[src/rtl/riscv_pkg.sv]
// Shared opcodes, memory access sizes and mask helpers for the EX3 load/store path.
package riscv_pkg;

    localparam logic [6:0] OPC_LOAD  = 7'b0000011;
    localparam logic [6:0] OPC_STORE = 7'b0100011;

    typedef enum logic [1:0] {
        MEM_B = 2'd0,
        MEM_H = 2'd1,
        MEM_W = 2'd2,
        MEM_D = 2'd3
    } mem_size_e;

    function automatic logic [7:0] size_mask(input mem_size_e size);
        case (size)
            MEM_B:   size_mask = 8'h01;
            MEM_H:   size_mask = 8'h03;
            MEM_W:   size_mask = 8'h0F;
            default: size_mask = 8'hFF;
        endcase
    endfunction

    // Low address bits that must be zero for a naturally aligned access.
    function automatic logic [2:0] align_mask(input mem_size_e size);
        case (size)
            MEM_B:   align_mask = 3'b000;
            MEM_H:   align_mask = 3'b001;
            MEM_W:   align_mask = 3'b011;
            default: align_mask = 3'b111;
        endcase
    endfunction

endpackage

[src/rtl/riscv_lsu_align.sv]
// Byte-enable, store-lane shift and misalignment detection for one access.
// RISCV_MISALIGN_TRAP_EN: flag misaligned accesses instead of forcing natural alignment.
module riscv_lsu_align
    import riscv_pkg::*;
#(
    parameter int XLEN = 64
) (
    input  mem_size_e         size_i,
    input  logic [2:0]        offset_i,
    input  logic [XLEN-1:0]   rs2_i,
    output logic [7:0]        be_o,
    output logic [XLEN-1:0]   wdata_o,
    output logic              misaligned_o
);

    logic [2:0] eff_off;

    always_comb begin
`ifdef RISCV_MISALIGN_TRAP_EN
        eff_off      = offset_i;
        misaligned_o = |(offset_i & align_mask(size_i));
`else
        eff_off      = offset_i & ~align_mask(size_i);
        misaligned_o = 1'b0;
`endif
        be_o    = size_mask(size_i) << eff_off;
        wdata_o = rs2_i << {eff_off, 3'b000};
    end

endmodule

[src/rtl/riscv_ex3_stage.sv]
// EX3 pipeline stage: holds the EX2 op and issues aligned D-cache requests, stalling upstream until granted.
// RISCV_MISALIGN_TRAP_EN: report misaligned mem ops to EX4 instead of issuing them aligned.
module riscv_ex3_stage
    import riscv_pkg::*;
#(
    parameter int XLEN   = 64,
    parameter int PCNT_W = 32
) (
    input  logic              clk,
    input  logic              rst_n,
    input  logic [XLEN-1:0]   ex2_pc,
    input  logic [31:0]       ex2_inst,
    input  logic [XLEN-1:0]   ex2_alu_result,
    input  logic [XLEN-1:0]   ex2_rs2_data,
    input  logic [4:0]        ex2_rd_addr,
    input  logic [2:0]        ex2_funct3,
    input  logic              ex2_valid,
    input  logic              ex3_flush,
    output logic              ex3_stall,
    output logic              dmem_req_valid,
    input  logic              dmem_req_ready,
    output logic              dmem_we,
    output logic [XLEN-1:0]   dmem_addr,
    output logic [XLEN-1:0]   dmem_wdata,
    output logic [7:0]        dmem_be,
    output logic [XLEN-1:0]   ex3_pc,
    output logic [31:0]       ex3_inst,
    output logic [XLEN-1:0]   ex3_result,
    output logic [4:0]        ex3_rd_addr,
    output logic [2:0]        ex3_funct3,
    output logic              ex3_is_load,
    output logic              ex3_misaligned,
    output logic              ex3_valid,
    output logic [PCNT_W-1:0] ex3_stall_cnt
);

    localparam logic [0:0] ST_IDLE = 1'b0;
    localparam logic [0:0] ST_WAIT = 1'b1;

    logic [XLEN-1:0]   pc_q, alu_q, rs2_q;
    logic [31:0]       inst_q;
    logic [4:0]        rd_q;
    logic [2:0]        funct3_q;
    logic              valid_q, valid_d;
    logic              done_q, done_d;
    logic [0:0]        state_q, state_d;
    logic [PCNT_W-1:0] stall_cnt_q, stall_cnt_d;

    logic is_load, is_store, is_mem, misaligned, req, accept, load_en;

    riscv_lsu_align #(.XLEN(XLEN)) u_align (
        .size_i       (mem_size_e'(funct3_q[1:0])),
        .offset_i     (alu_q[2:0]),
        .rs2_i        (rs2_q),
        .be_o         (dmem_be),
        .wdata_o      (dmem_wdata),
        .misaligned_o (misaligned)
    );

    always_comb begin
        is_load  = (inst_q[6:0] == OPC_LOAD);
        is_store = (inst_q[6:0] == OPC_STORE);
        is_mem   = valid_q & (is_load | is_store);
        req      = is_mem & ~misaligned & ~ex3_flush & ~done_q;
        accept   = req & dmem_req_ready;
        load_en  = ~(req & ~dmem_req_ready);
    end

    // A flush never stalls, so the stage always reloads (and drops the killed op) on flush.
    always_comb begin
        valid_d     = valid_q;
        done_d      = done_q | accept;
        state_d     = state_q;
        stall_cnt_d = stall_cnt_q;
        if (load_en) begin
            valid_d = ex2_valid & ~ex3_flush;
            done_d  = 1'b0;
        end
        case (state_q)
            ST_IDLE: if (req & ~dmem_req_ready) state_d = ST_WAIT;
            default: if (dmem_req_ready | ex3_flush) state_d = ST_IDLE;
        endcase
        if (~load_en && stall_cnt_q != {PCNT_W{1'b1}}) begin
            stall_cnt_d = stall_cnt_q + 1'b1;
        end
    end

    always_ff @(posedge clk or negedge rst_n) begin
        if (!rst_n) begin
            valid_q     <= 1'b0;
            done_q      <= 1'b0;
            state_q     <= ST_IDLE;
            stall_cnt_q <= '0;
        end else begin
            valid_q     <= valid_d;
            done_q      <= done_d;
            state_q     <= state_d;
            stall_cnt_q <= stall_cnt_d;
        end
    end

    always_ff @(posedge clk) begin
        if (load_en) begin
            pc_q     <= ex2_pc;
            inst_q   <= ex2_inst;
            alu_q    <= ex2_alu_result;
            rs2_q    <= ex2_rs2_data;
            rd_q     <= ex2_rd_addr;
            funct3_q <= ex2_funct3;
        end
    end

    always_comb begin
        ex3_stall      = ~load_en;
        dmem_req_valid = req;
        dmem_we        = is_store;
        dmem_addr      = {alu_q[XLEN-1:3], 3'b000};
        ex3_pc         = pc_q;
        ex3_inst       = inst_q;
        ex3_result     = alu_q;
        ex3_rd_addr    = rd_q;
        ex3_funct3     = funct3_q;
        ex3_is_load    = valid_q & is_load;
        ex3_misaligned = is_mem & misaligned;
        ex3_valid      = valid_q & ~ex3_stall & ~ex3_flush;
        ex3_stall_cnt  = stall_cnt_q;
    end

endmodule

[config.mk]
export PLATFORM = sky130hd
export DESIGN_NAME = riscv_ex3_stage
export DESIGN_NICKNAME = d
export VERILOG_FILES = /design/src/rtl/riscv_pkg.sv /design/src/rtl/riscv_lsu_align.sv /design/src/rtl/riscv_ex3_stage.sv
export SDC_FILE = /design/constraint.sdc
export NUM_CORES = 1
export LEC_CHECK = 0
export ABC_AREA = 1
export CAP_MARGIN = 20
export CORE_AREA = 2 2 223 225
export DETAILED_ROUTE_END_ITERATION = 8
export DIE_AREA = 0 0 225 227
export PLACE_DENSITY = 0.64
export SETUP_SLACK_MARGIN = 0.05
export SYNTH_ARGS = -nofsm -noshare
export SYNTH_HDL_FRONTEND = slang
export SYNTH_SLANG_ARGS = --single-unit
[constraint.sdc]
create_clock -name clk -period 23.2 [get_ports clk]
set_input_delay 4.64 -clock clk [delete_from_list [all_inputs] [get_ports clk]]
set_output_delay 4.64 -clock clk [all_outputs]
set_load 0.02 [all_outputs]
## Yosys cells after proc, flatten, opt, wreduce, memory -nomap -nowiden

Cells that the tools add are included.

- Flip-flop bits (word level): 266
- Bits in latches: 0
- Memory bits (writable): 0
- ROM bits: 0
- Bits of input ports: 237
- Output and inout bits: 342
- Word-level logic and storage cells: 39
- Memories: 0

- Add/subtract/negate cells: 1
- Multipliers: 0
- Div/mod/pow operators: 0
- Magnitude comparators: 0
- Eq/ne operators: 5
- Shift operators: 2
- Muxes and demuxes: 3
- Bitwise logic cells: 17
- Reductions and logical operators: 2

Operators by type and width:

| cell | count |
|---|---|
| 64-bit by 6-bit left shift with 64-bit output | 1 |
| 32-bit by 1-bit adder with 32-bit output (second input constant) | 1 |
| 32-bit != test (second input constant) | 1 |
| 8-bit case mux with 3 select lines | 1 |
| 1-bit bitwise AND | 9 |
| 3-bit case mux with 3 select lines | 1 |
| 8-bit by 3-bit left shift with 8-bit output | 1 |
| 7-bit by 2-bit == test with 1-bit output (second input constant) | 1 |
| 7-bit by 6-bit == test with 1-bit output (second input constant) | 1 |
| 1-bit inverter | 4 |
| 3-bit bitwise AND | 1 |
| 3-bit inverter | 1 |
| 2-bit by 1-bit == test with 1-bit output (second input constant) | 1 |
| 2-bit == test (second input constant) | 1 |
| 2-bit zero test | 1 |
| 1-bit bitwise OR | 2 |
| 1-bit logical AND | 1 |
| 1-bit two-way mux | 1 |

## Depth between registers and ports, before layout

- Word-level depth: 9
- Depth in mapped cells: 11
- Mapped depth without buffers: 10

## Modules after synthesis

A second synthesis with hierarchy kept.

- Cells, all modules: 1141
- Area, all modules: 11852.6 µm²

Modules (own cells, without submodules):

| module | instances | cells each | area an instance (µm²) |
|---|---|---|---|
| riscv_ex3_stage | 1 | 671 | 9764.4 |
| riscv_lsu_align | 1 | 470 | 2088.3 |

## Worst setup path before layout

OpenSTA, ideal clock, no wires.

- Kind: input to output
- Start: input ex3_flush
- End: output ex3_valid
- Arrival time: 10.354 ns
- Data required time: 18.560 ns
- Slack: 8.206 ns
- Stages on the path: 6
- Path buffers: 0
- Path through: nor2_2 nand2_1 nor2_1 nand2_1 nand2_1 inv_1

- Longest elaborated chain between the ends: 7

Ends and longest elaborated chain:

| element | RTL line | RTL |
|---|---|---|
| start, declared | riscv_ex3_stage.sv:18 | `input logic ex3_flush,` |
| 1-bit inverter | riscv_ex3_stage.sv:64 | `req = is_mem & ~misaligned & ~ex3_flush & ~done_q;` |
| 1-bit bitwise AND (2 in a row) | riscv_ex3_stage.sv:64 |  |
| net dmem_req_valid | riscv_ex3_stage.sv:20 | `output logic dmem_req_valid,` |
| 1-bit bitwise AND | -- |  |
| 1-bit inverter | riscv_ex3_stage.sv:125 | `ex3_valid = valid_q & ~ex3_stall & ~ex3_flush;` |
| 1-bit bitwise AND (2 in a row) | riscv_ex3_stage.sv:125 |  |
| end, declared | riscv_ex3_stage.sv:33 | `output logic ex3_valid,` |

The timed path passes the listed nets, and every way through them passes these cells.

## Final worst setup path

- Start: input ex3_flush
- End: output ex3_valid

- Longest elaborated chain between the ends: 7

Ends and longest elaborated chain:

| element | RTL line |
|---|---|
| 1-bit inverter (*) | riscv_ex3_stage.sv:64, riscv_ex3_stage.sv:125 |
| 1-bit bitwise AND (2 in a row) | riscv_ex3_stage.sv:64 |
| 1-bit bitwise AND | -- |
| 1-bit inverter | riscv_ex3_stage.sv:125 |
| 1-bit bitwise AND | riscv_ex3_stage.sv:125 |
| 1-bit bitwise AND (*) | riscv_ex3_stage.sv:125 |

Every way passes the cells marked *; elsewhere a longest branch is shown, timed or not.

==> run metrics <==
CTS buffer count=35; worst path required time=18.56 ns; Initial Util=24.3%; RSZ-0062 raised after global routing=false; Final ANT Viol Nets=0; die height=about 230 um; most common flop cell mapped by yosys=edfxtp_1; average vias per placed instance=4.32; # rows=81; Fillers=roughly 4700; max-slew violations=0; routed wl met3=4.39 mm; postcts setup bufs=0; Max Cap Violations=0; Clock Skew=roughly 0.020 ns; Fin Setup TNS=0 ns; number of synthesized flops with an enable pin=232; metal2 WL=20.3 mm; status=completed; Root Buffer=clkbuf_16; period utilisation layout=48.9%; share of cells above drive strength 1=6.28%; Leak=7.42 nW; IO Port Bufs=574; # clock sinks=266; synthesized area=~0.012 sq mm; Resize count post-CTS=0; core area=0.0485 sq mm; met1 wire length=approximately 17 mm; initial antenna violation count=10; CTS tree=done; Routed WL=42.6 mm; H-Tree Depth=2; vias in the first global route=9554; Layout area overhead=60.2%; power per cell area=69.0 mW/mm^2; crit-path max FO=47; flops & latches, synth=266; Setup crit start kind=primary input; die width=225 um; critical path class=primary input to output pin; Worst Setup End Kind=output pin; Setup Viol. Count Final=0; top sig layer=met5; yosys warns=0; maximum clock frequency=88.1 MHz; Syn Area/Cell=~11 sq um; Residual DRC=0; Peak supply drop=0.0457 mV; clk slew on worst S/H paths=0.06 ns; Min Hold Slack=around 0.56 ns; DIE AREA=0.0511 sq mm; Final HPWL DP=32.9 mm; Max clock buf depth=3; largest net degree at the start of global routing=97; GP Congestion=0.879; total grt overflow=0; Final #Nets=~1900; Iteration-0 DRC Markers=590; vias=9784; Wirelength per Cell=18.8 um; Fin. Hold Viols=0; first-pass GRT wire length=roughly 60 mm; Slew headroom=33.2%; crit path DAT=roughly 6.7 ns; sequential element share of the synthesized area=between 60% and 70%; Clock Latency Late Sink=0.53 ns; HP Class=register to register; Synth Instances=1092; hold buffers post-CTS=0; drt pass-1 iters=7; minimum clock period=11.35 ns; GRT Util Overall=15.9%; # IOs=579; post-synthesis async set-or-reset flop share=between 10% and 20%; post-synthesis cell type count=36; transition time of the tightest slew-check pin=1.00 ns
-- per-layer routing --
metal,GRT usage [%],vias to the layer above
met5,0,-
met4,5.58,12
met3,5.91,74
met2,26.5,476
met1,18.9,4568
li1,-,4654
-- flip-flops by register name, summed over array words and instances, names as in the netlist --
register       cells
ex3_pc            64
ex3_funct3         3
valid_q            1
ex3_stall_cnt     32
done_q             1
ex3_result        64
rs2_q             64
ex3_rd_addr        5
ex3_inst          32
-- where the power goes --
part | internal [mW] | leakage, nW | total (mW) | switching, mW
Sequential | 0.543 | 2.93 | 0.554 | 0.0117
Combinational | 0.101 | 3.93 | 0.200 | 0.0983
Clock | 0.338 | 0.565 | 0.548 | 0.211
Total | 0.982 | 7.42 | 1.30 | 0.321
-- logic make-up after synthesis --
| logic type | after synthesis | share of synthesized area [%] |
|---|---|---|
| xor gates and xnor gates | 8 | 0.595 |
| buffers and inverters | 182 | 8.38 |
| and+or+nand+nor | 528 | 19.5 |
| other | 1 | 0.0318 |
| adders and majority gates | 1 | 0.106 |
| DFF | 266 | 66.3 |
| AOI/OAI and AO/OA | 106 | 5.09 |
-- per-stage QoR --
stage | power (mW) | setup WS (ns) | std cells | utilization, % | cell area (sq um)
CTS | 1.32 | 11.83 | 2262 | 38.9 | 18900
floorplan | 0.646 | 8.21 | 1096 | - | 11800
detailed placement | 0.764 | 11.83 | 2199 | 36.5 | 17700
finish | 1.30 | 11.85 | 2264 | 38.9 | 18900
global placement | 0.763 | 11.83 | 2199 | 36.5 | 17700
global route | 1.35 | 11.72 | 2264 | 38.9 | 18900
-- worst max-delay path, cell delays in order --
cell	delay, ns
clkdlybuf4s50_1	0.44
nor2_2	0.15
nand2_1	0.13
nor2_1	0.24
nand2_4	0.37
nand2_1	0.16
inv_1	0.05
clkdlybuf4s50_1	0.53
-- path summary, 6_finish.rpt --
kind | startpoint | end | slack, ns | cells past startpoint
max in group asynchronous | rst_n | ex3_stall_cnt[21] | 18.35 | 2
worst max register to register | ex3_inst[1] | rs2_q[47] | 19.97 | 7
worst min register to register | ex3_stall_cnt[17] | ex3_stall_cnt[17] | 0.56 | 2
min in group asynchronous | rst_n | ex3_stall_cnt[20] | 4.53 | 2
worst min-delay path | ex3_stall_cnt[17] | ex3_stall_cnt[17] | 0.56 | 2
worst max-delay path | ex3_flush | ex3_valid | 11.85 | 8
-- cells in the mapped netlist (9+ instances only) --
library cell,number,share of area (%)
clkbuf_1,10,0.32
o211ai_1,22,1.4
nand2_2,15,0.80
o21ai_0,20,0.85
buf_4,69,4.4
buf_2,18,0.76
nand3_1,39,1.7
edfxtp_1,232,59
inv_1,74,2.4
nor2_1,106,3.4
nand3b_1,13,0.83
dfrtp_1,34,7.2
nand4_1,9,0.48
o21ai_1,52,2.2
nand2_1,313,10
-- layout make-up --
class | instances | area (sq um) | share of cell area [%]
antenna | 2 | 5.00 | 0.0265
clock buffer | 43 | 958 | 5.08
clock inverter | 20 | 200 | 1.06
inverter | 81 | 304 | 1.61
multi-input combinational | 648 | 3010 | 15.9
sequential | 266 | 7820 | 41.4
tap | 622 | 778 | 4.12
timing repair buffer | 582 | 5810 | 30.8
-- cell usage in the layout, fill, tap and decap left out, drive strengths merged, types with 9 or more instances in the layout --
cell	n
clkdlybuf4s50	574
nand3b	13
o21ai	73
nand4	9
clkinv	13
inv	82
nand2	329
edfxtp	232
clkbuf	43
nor2	119
dfrtp	34
o211ai	22
nand3	42
Power figures use the tool's default switching activity.
